===== src/rtl/uc_irq_pkg.sv =====
// Shared opcodes, ALU codes and control-word layout for the CPU control unit
// with its vectored interrupt controller.
package uc_irq_pkg;

  localparam logic [5:0] OP_JNZ  = 6'b000000;
  localparam logic [5:0] OP_JZ   = 6'b000001;
  localparam logic [5:0] OP_JMP  = 6'b000011;
  localparam logic [5:0] OP_RETI = 6'b111001;
  localparam logic [5:0] OP_CALL = 6'b111100;
  localparam logic [5:0] OP_RET  = 6'b111101;
  localparam logic [5:0] OP_EI   = 6'b111110;
  localparam logic [5:0] OP_DI   = 6'b111111;

  localparam logic [2:0] ALU_PASS = 3'b000;
  localparam logic [2:0] ALU_ADD  = 3'b010;
  localparam logic [2:0] ALU_SUB  = 3'b011;

  typedef struct packed {
    logic       s_inc;
    logic       s_inm;
    logic       we3;
    logic       wez;
    logic       push;
    logic       pop;
    logic       s_pop;
    logic       write_enable;
    logic       s_load;
    logic       we_es;
    logic       s_cargaes;
    logic       s_interrupcion;
    logic [2:0] op_alu;
  } ctl_t;

  function automatic ctl_t ctl_entry();
    ctl_t c;
    c = '0;
    c.push           = 1'b1;
    c.s_interrupcion = 1'b1;
    return c;
  endfunction

endpackage


===== src/rtl/uc_irq_prio_enc.sv =====
// Lowest-set-index encoder: index 0 is the highest priority.
module irq_prio_enc #(
  parameter int N = 4,
  parameter int W = (N > 1) ? $clog2(N) : 1
) (
  input  logic [N-1:0] req,
  output logic         valid,
  output logic [W-1:0] idx
);

  always_comb begin
    valid = |req;
    idx   = '0;
    // Scan downward so the lowest set bit is the final assignment.
    for (int i = N - 1; i >= 0; i--) begin
      if (req[i]) idx = W'(i);
    end
  end

endmodule


===== src/rtl/uc_irq.sv =====
// Single-cycle CPU control unit: opcode decode plus a prioritised, nestable,
// edge-triggered interrupt controller that overrides the decode on entry.
module uc_irq
  import uc_irq_pkg::*;
#(
  parameter  int N_IRQ      = 4,
  parameter  int NEST_DEPTH = 2,
  localparam int VEC_W      = (N_IRQ > 1) ? $clog2(N_IRQ) : 1
) (
  input  logic             clk,
  input  logic             reset,
  input  logic [5:0]       opcode,
  input  logic             z,
  input  logic [N_IRQ-1:0] irq,
  output logic             s_inc,
  output logic             s_inm,
  output logic             we3,
  output logic             wez,
  output logic             push,
  output logic             pop,
  output logic             s_pop,
  output logic             write_enable,
  output logic             s_load,
  output logic             we_es,
  output logic             s_cargaes,
  output logic             s_interrupcion,
  output logic [2:0]       op_alu,
  output logic [VEC_W-1:0] irq_vec,
  output logic [N_IRQ-1:0] irq_ack,
  output logic             ie,
  output logic [N_IRQ-1:0] in_service
);

  localparam int NEST_W = $clog2(NEST_DEPTH + 1);

  logic [N_IRQ-1:0]  irq_q;
  logic [N_IRQ-1:0]  pend_q, pend_d;
  logic [N_IRQ-1:0]  isv_q, isv_d;
  logic [NEST_W-1:0] nest_q, nest_d;
  logic              ie_q, ie_d;

  logic              pend_v, isv_v;
  logic [VEC_W-1:0]  sel, isv_lo;
  logic              entry, reti_ok;
  logic [N_IRQ-1:0]  ack;
  ctl_t              dec, ctl;

  irq_prio_enc #(.N(N_IRQ), .W(VEC_W)) u_pend_enc (
    .req(pend_q), .valid(pend_v), .idx(sel)
  );

  irq_prio_enc #(.N(N_IRQ), .W(VEC_W)) u_isv_enc (
    .req(isv_q), .valid(isv_v), .idx(isv_lo)
  );

  assign entry   = ie_q && pend_v && (nest_q < NEST_W'(NEST_DEPTH)) &&
                   (!isv_v || (sel < isv_lo));
  assign reti_ok = (opcode == OP_RETI) && isv_v;
  assign ack     = entry ? (N_IRQ'(1) << sel) : '0;

  always_comb begin
    dec = '0;
    casez (opcode)
      OP_JMP: ;
      OP_JZ:  begin dec.wez = 1'b1; dec.s_inc = z;  end
      OP_JNZ: begin dec.wez = 1'b1; dec.s_inc = ~z; end
      6'b1010??: begin dec.s_inc = 1'b1; dec.s_inm = 1'b1; dec.we3 = 1'b1; end
      6'b0001??: begin
        dec.s_inc = 1'b1; dec.we3 = 1'b1; dec.wez = 1'b1; dec.op_alu = ALU_ADD;
      end
      6'b0010??: begin
        dec.s_inc = 1'b1; dec.we3 = 1'b1; dec.wez = 1'b1; dec.op_alu = ALU_SUB;
      end
      6'b0011??: begin dec.s_inc = 1'b1; dec.write_enable = 1'b1; end
      6'b0100??: begin dec.s_inc = 1'b1; dec.we3 = 1'b1; dec.s_load = 1'b1; end
      6'b0101??: begin dec.s_inc = 1'b1; dec.we3 = 1'b1; dec.s_cargaes = 1'b1; end
      6'b0110??: begin dec.s_inc = 1'b1; dec.we_es = 1'b1; end
      OP_CALL: dec.push = 1'b1;
      OP_RET:  begin dec.pop = 1'b1; dec.s_pop = 1'b1; end
      // A stray RETI with nothing in service must not touch the stack.
      OP_RETI: if (isv_v) begin dec.pop = 1'b1; dec.s_pop = 1'b1; end
      OP_EI, OP_DI: dec.s_inc = 1'b1;
      default: dec = '0;
    endcase
  end

  always_comb begin
    ctl = entry ? ctl_entry() : dec;
  end

  assign s_inc          = ctl.s_inc;
  assign s_inm          = ctl.s_inm;
  assign we3            = ctl.we3;
  assign wez            = ctl.wez;
  assign push           = ctl.push;
  assign pop            = ctl.pop;
  assign s_pop          = ctl.s_pop;
  assign write_enable   = ctl.write_enable;
  assign s_load         = ctl.s_load;
  assign we_es          = ctl.we_es;
  assign s_cargaes      = ctl.s_cargaes;
  assign s_interrupcion = ctl.s_interrupcion;
  assign op_alu         = ctl.op_alu;
  assign irq_vec        = entry ? sel : '0;
  assign irq_ack        = ack;
  assign ie             = ie_q;
  assign in_service     = isv_q;

  always_comb begin
    // A new rise on the line being acked keeps it pending.
    pend_d = (pend_q & ~ack) | (irq & ~irq_q);
    isv_d  = isv_q;
    nest_d = nest_q;
    ie_d   = ie_q;
    if (entry) begin
      isv_d  = isv_q | ack;
      nest_d = nest_q + NEST_W'(1);
    end else begin
      if (reti_ok) begin
        isv_d  = isv_q & ~(N_IRQ'(1) << isv_lo);
        nest_d = nest_q - NEST_W'(1);
      end
      if (opcode == OP_EI) ie_d = 1'b1;
      if (opcode == OP_DI) ie_d = 1'b0;
    end
  end

  always_ff @(posedge clk or negedge reset) begin
    if (!reset) begin
      irq_q  <= '1;
      pend_q <= '0;
      isv_q  <= '0;
      nest_q <= '0;
      ie_q   <= 1'b0;
    end else begin
      irq_q  <= irq;
      pend_q <= pend_d;
      isv_q  <= isv_d;
      nest_q <= nest_d;
      ie_q   <= ie_d;
    end
  end

endmodule


===== config.mk =====
export PLATFORM = sky130hd
export DESIGN_NAME = uc_irq
export DESIGN_NICKNAME = d
export VERILOG_FILES = /design/src/rtl/uc_irq_pkg.sv /design/src/rtl/uc_irq_prio_enc.sv /design/src/rtl/uc_irq.sv
export SDC_FILE = /design/constraint.sdc
export NUM_CORES = 1
export LEC_CHECK = 0
export BUFFER_PORTS_ARGS = -buffer_cell sky130_fd_sc_hd__buf_2
export CAP_MARGIN = 20
export CELL_PAD_IN_SITES_DETAIL_PLACEMENT = 0
export CELL_PAD_IN_SITES_GLOBAL_PLACEMENT = 1
export CORE_MARGIN = 2
export CORE_UTILIZATION = 31
export CTS_CLUSTER_DIAMETER = 150
export DETAILED_ROUTE_END_ITERATION = 12
export PLACE_DENSITY_LB_ADDON = 0.05
export REMOVE_ABC_BUFFERS = 1
export SETUP_SLACK_MARGIN = 0.5
export SYNTH_ARGS = -nofsm -noshare
export SYNTH_HDL_FRONTEND = slang
export SYNTH_SLANG_ARGS = --single-unit
export TNS_END_PERCENT = 30

===== constraint.sdc =====
create_clock -name clk -period 1.95 [get_ports clk]
set_clock_uncertainty 0.05 [all_clocks]
set_input_delay 0.2925 -clock clk [delete_from_list [all_inputs] [get_ports clk]]
set_output_delay 0.2925 -clock clk [all_outputs]
set_load 0.01 [all_outputs]

==> results of run 1 <==
[per-layer routing]
| layer | wire, um | part of all wire (%) |
|---|---|---|
| met2 | 1280 | 46 |
| met4 | 38 | 1.4 |
| met3 | 104 | 3.7 |
| met1 | 1360 | 49 |
| met5 | 0 | 0 |
[final timing paths]
path	startpoint	to	depth (start not counted)
min in group asynchronous	reset	pend_q[1]$_DFF_PN0_	2
max	pend_q[2]$_DFF_PN0_	irq_ack[3]	9
min	irq[3]	irq_q[3]$_DFF_PN1_	1
min reg2reg	nest_q[0]$_DFFE_PN0P_	nest_q[0]$_DFFE_PN0P_	1
max reg2reg	pend_q[2]$_DFF_PN0_	in_service[3]$_DFFE_PN0P_	10
max in group asynchronous	reset	irq_q[0]$_DFF_PN1_	2
[synth_stat cells (all sizes together)]
| master | n |
|---|---|
| nand3 | 1 |
| buf | 3 |
| a31oi | 1 |
| ha | 1 |
| xnor2 | 1 |
| nand2 | 9 |
| nor2 | 13 |
| inv | 11 |
| and2b | 1 |
| o21a | 2 |
| xor2 | 1 |
| nor3 | 5 |
| o22ai | 3 |
| a211oi | 1 |
| o22a | 2 |
| nor4 | 6 |
| clkbuf | 2 |
| a41oi | 1 |
| dfstp | 4 |
| a2111oi | 1 |
| mux2i | 1 |
| nor2b | 1 |
| and3 | 1 |
| o32a | 1 |
| o21ai | 6 |
| dfrtp | 11 |
| a22o | 2 |
| and4b | 1 |
| nand2b | 4 |
| a21o | 2 |
| nor4b | 4 |
| a21oi | 8 |
| conb | 1 |
[power by group through the flow]
stage	combinational, mW	sequential, mW	clock (mW)
finish	0.107	0.330	0.182
global route	0.118	0.330	0.203
CTS	0.0987	0.330	0.192
detailed placement	0.0907	0.335	0
global placement	0.0889	0.334	0
floorplan	0.0360	0.336	0
[state kept, by name, summed over array words and instances, names as in the netlist]
register,count
ie,1
in_service,4
irq_q,4
nest_q,2
pend_q,4
[layout make-up]
| cell class | instances | area, um^2 |
|---|---|---|
| clock inverters | 1 | 5.00 |
| fillers | 284 | 1470 |
| multi-input cells | 81 | 649 |
| repair inverters | 1 | 3.75 |
| repair buffers | 67 | 448 |
| inverters | 11 | 46.3 |
| flip-flops and latches | 15 | 380 |
| clock buffers | 3 | 22.5 |
| well taps | 44 | 55.1 |
[cell families after synthesis]
| logic type | share of synthesized area [%] |
|---|---|
| AO/OA/AOI/OAI | 21.1 |
| XOR/XNOR | 1.74 |
| adder cells (fa/ha/maj) | 1.24 |
| buffers and inverters | 7.46 |
| flip-flops | 37.8 |
| multiplexers | 0.995 |
| other | 0.373 |
| AND/OR/NAND/NOR | 29.2 |
[repair_timing]
item | 4_1_cts | 5_1_grt
setup endpoints to repair | 31 | 31
gates resized for setup | 16 | 10
cloned | 1 | 0
setup buffers | 5 | 1
endpoints found under the hold margin | 11 | 0
pin swaps | 7 | 1
hold buffers | 1 | 0
==> results.md, run 1 <==
* GR Layer Usage met3 at about 2.6%
* Clock slew at reported path FFs at 90 ps
* Min Tclk post-route at about 2400 ps
* Via/cell ratio at 4.74
* Final hold slack at a little under 50 ps
* First-pass GRT wire length at ~4.5 mm
* PortBufs at 37
* Die ar. at ~3700 um^2
* TritonCTS Sinks at 15
* Crit Path Class: register to output port
* Ant. Diodes at 0
* Overall power at just over 600 uW
* Synth top area cells: dfrtp_1, dfstp_2, nor4_2, nor2_1, inv_1
* Reg2Reg Setup Slack at -30 ps
* Total core area at just over 3000 um^2
* Status: finished with violations
* Worst-Skew Late Latency at 290 ps
* Mapped Area at 1010 um^2
* Max Cap Viol at 0
* Combinational share of power at between 10% and 20%
* Fmax at between 400 and 500 MHz
* Failing checks: setup timing
* Unrepaired setup endpoints after global routing: yes
* CP delay by family, top: simple AND/OR/NAND/NOR gates
* RePlAce Congestion at 0.784
* Number of unique standard cell types used by synthesis at 44
* Most frequent cells in the layout: buf_2, buf_4, dfrtp_1
* Startpoint types: register
* Area delta synth->final at 60.1%
* Worst Path Buf+Inv at 2
* CP cell instances: nor2_2 -> nor3_2 -> ha_1 -> nor2_1 -> nor2_2 -> buf_4 -> o21a_4 -> nor4b_4 -> buf_2
* Critical Path Sink Type: output port
* Part of the power in registers at 53.3%
* Sw Share at 28.1%
* CTS Buf Count at 3
* Initial core utilization at between 30 and 40%
* Via count at 1056
* Post-DP HPWL at around 2.1 mm
* Max rail drop VDD at 0.000199 V
* Final period utilization at 123%
* Met1 usage at 23.4%
* Static leakage at 0.786 nW
* Most common cell after layout, fill and taps aside: buf_2
* Initial antenna violation count at 0
* Crit path largest cell delay at 400 ps
* Die width at roughly 61 um
* CP Data Required Time at around 1600 ps
* Mean Syn Cell Area at 8.98 um^2
* Rows at 20
* Register bit count reported by yosys at 15
* Final WL at around 2.8 mm
* GRT busiest layer: met2
* Post-synth top area share at 27.4%
* Final Setup Violations at 22
* Top Ports at 39
* Internal at 445 uW
* TritonRoute pass-1 iters at 4
* Cells after Synth at between 100 and 150
* Total gr overflow at 0
* Seq/Total Area, Yosys at a little under two fifths
* CTS Buffer Depth at 2
* Share of cells above drive strength 1 at 57.5%
* TNS Setup at -8010 ps
* Cell mode on critical path: nor2_2
* GR Util All Layers at approximately 17%
* Placed cells at between 200 and 250
* Final setup margin at -455 ps
* WL per Instance at about 12 um
* Vias in the first global route at 976
* Initial DRC Count at 45
* Pwr Density at between 300 and 400 nW/um^2
* Psw at between 150 and 200 uW
* Antenna Nets Post-Route at 0
* Residual DRC at 0
* Largest area contributor in the netlist: dfrtp_1
* Hold WC Path Type: input pin to register
* Final instance area at between 1500 and 2000 um^2
* Worst-path maximum fanout at 4
* GRT met2 Usage at 25.8%
* Final Non-Filler Cells at between 200 and 250
* Post-place setup slack at -319 ps
* Clock share of power at 29.4%
* H-tree levels at 1
* Slew Limit Fails at 0
* Largest net degree at the start of global routing at 16
* Slowest CP cell: dfrtp_1
* Fin util at between 50% and 60%
* Root Buffer: clkbuf_4
* Critical Path AT at roughly 2100 ps
* TritonCTS clock tree: yes
* Final nets at a little under 200
* Die H at between 60 and 70 um
* Ys Warns at 0
* Cell area after placement at 1400 um^2
* Hold Vio Cnt, Final at 0
Power figures use the tool's default switching activity.
==> inputs of run 2 (changes only) <==
Settings changed: ABC_CLOCK_PERIOD_IN_PS set to 1950, TNS_END_PERCENT 30 to 1.
==> run 2 against run 1 <==
Largest cell class unchanged; routed wire length shrank 1.8%; maximum frequency shrank 0.79%; non-clock buffer count shrank 3; worst hold slack is essentially flat; combinational power shrank 9%; highest routed layer unchanged; global-route usage shrank 0.57 points; the flow still finishes with violations (setup timing); register-to-register slack lost 20 ps; cell area shrank 4.5%; die area is the same.
==> results.md, run 2 (synthesis results as in run 1) <==
* TNS Setup at -7940 ps
* Via/cell ratio at between 4 and 5
* PortBufs at 37
* CP Data Required Time at between 1500 and 2000 ps
* Crit path largest cell delay at about 400 ps
* Clock slew at reported path FFs at 90 ps
* Cell mode on critical path: nor2_2
* WL per Instance at between 10 and 15 um
* Final Non-Filler Cells at roughly 220
* Hold WC Path Type: input pin to register
* Final WL at 2.74 mm
* Clock share of power at between 30% and 40%
* Sw Share at ~28%
* Final instance area at around 1500 um^2
* CTS Buffer Depth at 2
* Ant. Diodes at 0
* Final Setup Violations at 22
* Slowest CP cell: dfrtp_1
* Vias in the first global route at roughly 950
* CP delay by family, top: simple AND/OR/NAND/NOR gates
* Fin util at about half
* Final hold slack at between 40 and 50 ps
* CP cell instances: nor2_2 -> o21ai_1 -> ha_1 -> nor2_2 -> nor2_2 -> buf_6 -> o21a_4 -> nor4b_4 -> buf_2
* Hold Vio Cnt, Final at 0
* Largest net degree at the start of global routing at 16
* Top Ports at 39
* TritonRoute pass-1 iters at 4
* Die H at slightly above 60 um
* TritonCTS clock tree: yes
* Rows at 20
* Via count at approximately 1000
* Part of the power in registers at 54.0%
* Initial DRC Count at 40
* Worst-path maximum fanout at 4
* Slew Limit Fails at 0
* Max Cap Viol at 0
* Worst Path Buf+Inv at 2
* Pwr Density at slightly below 400 nW/um^2
* Initial antenna violation count at 0
* Static leakage at about 0.75 nW
* Root Buffer: clkbuf_4
* Startpoint types: register
* Psw at between 150 and 200 uW
* FF-to-FF path depth at 10
* Residual DRC at 0
* CTS Buf Count at 3
* Final nets at 190
* Most common cell after layout, fill and taps aside: buf_2
* Die width at between 60 and 70 um
* Antenna Nets Post-Route at 0
* Total gr overflow at 0
* Critical Path AT at about 2100 ps
* GR Util All Layers at between 15 and 20%
* H-tree levels at 1
* Worst-Skew Late Latency at slightly below 300 ps
* Crit Path Class: register to output port
* Cell area after placement at 1400 um^2
* Internal at ~440 uW
* Placed cells at roughly 210
* Max rail drop VDD at ~0.0002 V
* Worst path depth at 9
* Total core area at around 3100 um^2
* Min Tclk post-route at around 2400 ps
* TritonCTS Sinks at 15
* Die ar. at 3720 um^2
* Fmax at around 410 MHz
* Status: finished with violations
* Final setup margin at -474 ps
* Critical Path Sink Type: output port
* RePlAce Congestion at ~0.8
* Post-DP HPWL at roughly 2.1 mm
* Hold path depth at 1
* Unrepaired setup endpoints after global routing: yes
* Most frequent cells in the layout: buf_2, buf_4, dfrtp_1
* Failing checks: setup timing
* Share of cells above drive strength 1 at between 50 and 60%
* Area delta synth->final at 52.9%
* Initial core utilization at between 30% and 40%
* First-pass GRT wire length at 4.35 mm
* Combinational share of power at between 10% and 20%
* Final period utilization at 124%
run 2: cell types whose count changed in the layout (fill, tap and decap cells not counted), sizes merged:
cell,previous run,this run
buf,66,63
clkinv,2,1
run 2: cell type report:
class | instances | area [um^2]
clock buffers | 3 | 22.5
fillers | 294 | 1540
flip-flops and latches | 15 | 380
well taps | 44 | 55.1
multi-input cells | 81 | 616
inverters | 11 | 46.3
repair buffers | 64 | 413
clock inverters | 1 | 5.00
run 2: worst reg2reg max path, cell delays in order, from the launching register on:
cell and delay, ps:
dfrtp_1 400, nor2_2 130, o21ai_1 80, ha_1 300
nor2_2 120, nor2_2 60, buf_6 130, o21a_4 130
nor4b_4 280, buf_4 160, o32a_1 110
run 2: power by group through the flow:
| stage | Combinational (mW) | Clock (mW) | Sequential (mW) |
|---|---|---|---|
| finish | 0.0977 | 0.183 | 0.329 |
| global route | 0.110 | 0.203 | 0.330 |
| CTS | 0.0955 | 0.192 | 0.330 |
| detailed placement | 0.0907 | 0 | 0.335 |
| global placement | 0.0889 | 0 | 0.334 |
| floorplan | 0.0360 | 0 | 0.336 |
run 2: what timing repair did:
item                                    in CTS  in global routing
setup buffers                                1                  2
hold buffers                                 1                  0
resized for setup                           13                  5
pin swaps                                    8                  5
endpoints found under the setup margin      31                 31
endpoints found under the hold margin       11                  0
run 2: metrics by stage:
| step | total power [mW] | worst slack, ps |
|---|---|---|
| after floorplan | 0.372 | -350 |
| after detailed placement | 0.426 | -319 |
| final | 0.610 | -474 |
| after global placement | 0.423 | -331 |
| after global routing | 0.643 | -590 |
| after CTS | 0.617 | -489 |
run 2: path summary, 6_finish.rpt:
kind | slack [ps] | to | startpoint
max | -470 | irq_ack[3] | in_service[1]$_DFFE_PN0P_
min | 50 | irq_q[3]$_DFF_PN1_ | irq[3]
max reg2reg | -50 | in_service[3]$_DFFE_PN0P_ | in_service[1]$_DFFE_PN0P_
min reg2reg | 460 | nest_q[0]$_DFFE_PN0P_ | nest_q[0]$_DFFE_PN0P_
max in group asynchronous | 1170 | irq_q[0]$_DFF_PN1_ | reset
min in group asynchronous | 380 | pend_q[1]$_DFF_PN0_ | reset
run 2: per-layer routing:
layer	up-vias	global-route usage (%)	share of wire (%)
met4	0	5.59	1.4
met3	5	2.56	3.7
met2	21	25.3	47
met1	492	22.1	48
li1	522	-	-
met5	-	0	0
==> inputs of run 3 (changes only) <==
Settings changed: PLACE_DENSITY_LB_ADDON 0.05 to 0.25.
==> run 3 against run 2 <==
The flow still finishes with violations (setup timing); routed wire length rose by 6.5%; setup slack lost 66 ps; sequential power hardly changed; cell count rose by 5.5%; global-route usage increased by 0.70 points; combinational power down 2.5%; maximum frequency decreased by 2.7%.
==> results.md, run 3 (synthesis results as in run 1) <==
* Via count at around 1100
* Fmax at around 400 MHz
* Share of cells above drive strength 1 at 60.4%
* Die H at between 60 and 70 um
* Total core area at just over 3000 um^2
* Critical Path AT at ~2200 ps
* Slowest CP cell: dfrtp_1
* Worst reg2reg startpoint: in_service[0]$_DFFE_PN0P_
* RePlAce Congestion at between 0.7 and 0.8
* CP Data Required Time at between 1500 and 2000 ps
* Top Ports at 39
* Fin util at 52.5%
* First-pass GRT wire length at 4.57 mm
* Final hold slack at approximately 48 ps
* Hold WC Path Type: input pin to register
* Die width at 61.0 um
* H-tree levels at 1
* Cell mode on critical path: o21ai_2
* Slew Limit Fails at 0
* Pwr Density at about 380 nW/um^2
* Vias in the first global route at roughly 1100
* Startpoint types: register
* Worst-path maximum fanout at 3
* Area delta synth->final at 60.7%
* Combinational share of power at between 10% and 20%
* Clock share of power at a little under a third
* Hold Vio Cnt, Final at 0
* Initial DRC Count at 22
* Final period utilization at 128%
* GR Util All Layers at 16.7%
* Worst reg2reg endpoint: in_service[3]$_DFFE_PN0P_
* Static leakage at a little over 0.8 nW
* CTS Buf Count at 3
* Internal at roughly 440 uW
* Critical Path Sink Type: output port
* Final Setup Violations at 26
* Reg2Reg Setup Slack at -200 ps
* Status: finished with violations
* Initial antenna violation count at 0
* Initial core utilization at between 30% and 40%
* Clock slew at reported path FFs at 100 ps
* Sw Share at between 20% and 30%
* Die ar. at roughly 3700 um^2
* Root Buffer: clkbuf_4
* Max rail drop VDD at ~0.00027 V
* Largest net degree at the start of global routing at 16
* Fill cells at roughly 320
* CP cell instances: nor2_2 -> o21ai_2 -> ha_2 -> nor2_1 -> o21ai_2 -> o21ai_2 -> nand2_2 -> buf_4 -> and4b_1 -> buf_2
* Unrepaired setup endpoints after global routing: yes
* Total gr overflow at 0
* Crit path largest cell delay at a little over 400 ps
* Final setup margin at -540 ps
* Hold path depth at 1
* Most frequent cells in the layout: buf_2, buf_4, dfrtp_1
* Max Cap Viol at 0
* TritonCTS Sinks at 15
* TNS Setup at -9660 ps
* Failing checks: setup timing
* Post-place setup slack at -273 ps
* Post-DP HPWL at about 2.1 mm
* CTS Buffer Depth at 2
* PortBufs at 37
* Overall power at approximately 610 uW
* TritonRoute pass-1 iters at 4
* Ant. Diodes at 0
* Setup crit start: in_service[0]$_DFFE_PN0P_
* Final nets at a little over 200
* Min Tclk post-route at 2490 ps
* FF-to-FF path depth at 15
* Hold Path Sink: irq_q[1]$_DFF_PN1_
* Final WL at between 2 and 3 mm
* Part of the power in registers at 53.8%
* Psw at 170 uW
* Antenna Nets Post-Route at 0
* Crit Path Class: register to output port
* Via/cell ratio at approximately 4.7
* Residual DRC at 0
* TritonCTS clock tree: yes
* Worst-Skew Late Latency at roughly 290 ps
* HP Start: irq[1]
* WL per Instance at 12.6 um
* Rows at 20
==> run 3: timing repair <==
item	in CTS	in global routing
pin swaps	11	8
endpoints found under the hold margin	11	0
resized for setup	14	7
hold buffers	1	0
setup buffers	12	3
endpoints found under the setup margin	31	31
==> run 3: power groups by stage <==
stage / Combinational, mW / Sequential, mW / Clock [mW]
CTS: 0.0956 / 0.329 / 0.198
floorplan: 0.0360 / 0.336 / 0
finish: 0.0953 / 0.329 / 0.188
detailed placement: 0.0918 / 0.335 / 0
global route: 0.108 / 0.330 / 0.212
global placement: 0.0884 / 0.335 / 0
==> run 3: critical path, delay by kind of cell, from the launching register on <==
family | cells | cell delay (ps)
simple gates | 4 | 580
fa+ha+maj | 1 | 190
flops | 1 | 410
buf+inv | 2 | 290
compound gates | 3 | 360
==> run 3: layout make-up <==
| type | count | area, um^2 | share of cell area, % |
|---|---|---|---|
| multi-input cells | 81 | 624 | 38.6 |
| repair buffers | 76 | 484 | 30.0 |
| flip-flops and latches | 15 | 380 | 23.5 |
| well taps | 44 | 55.1 | 3.41 |
| inverters | 11 | 46.3 | 2.86 |
| clock buffers | 4 | 26.3 | 1.63 |
==> run 3: per-layer routing <==
layer | GRT usage [%] | part of all wire, % | up-vias
met5 | 0 | 0 | -
met3 | 4.48 | 4.6 | 6
li1 | - | - | 549
met2 | 28.0 | 48 | 24
met1 | 21.3 | 46 | 518
met4 | 4.35 | 1.3 | 0
==> run 3: worst max path at each step <==
| stage | endpoint |
|---|---|
| finish | s_load |
| global route | s_load |
| CTS | irq_ack[3] |
| detailed placement | s_cargaes |
| global placement | s_inm |
| floorplan | s_cargaes |
==> run 3: through the flow <==
step / cell area (um^2) / cells
floorplan: 972 / 107
global placement: 1390 / 211
detailed placement: 1390 / 211
CTS: 1560 / 228
global route: 1620 / 231
finish: 1620 / 231
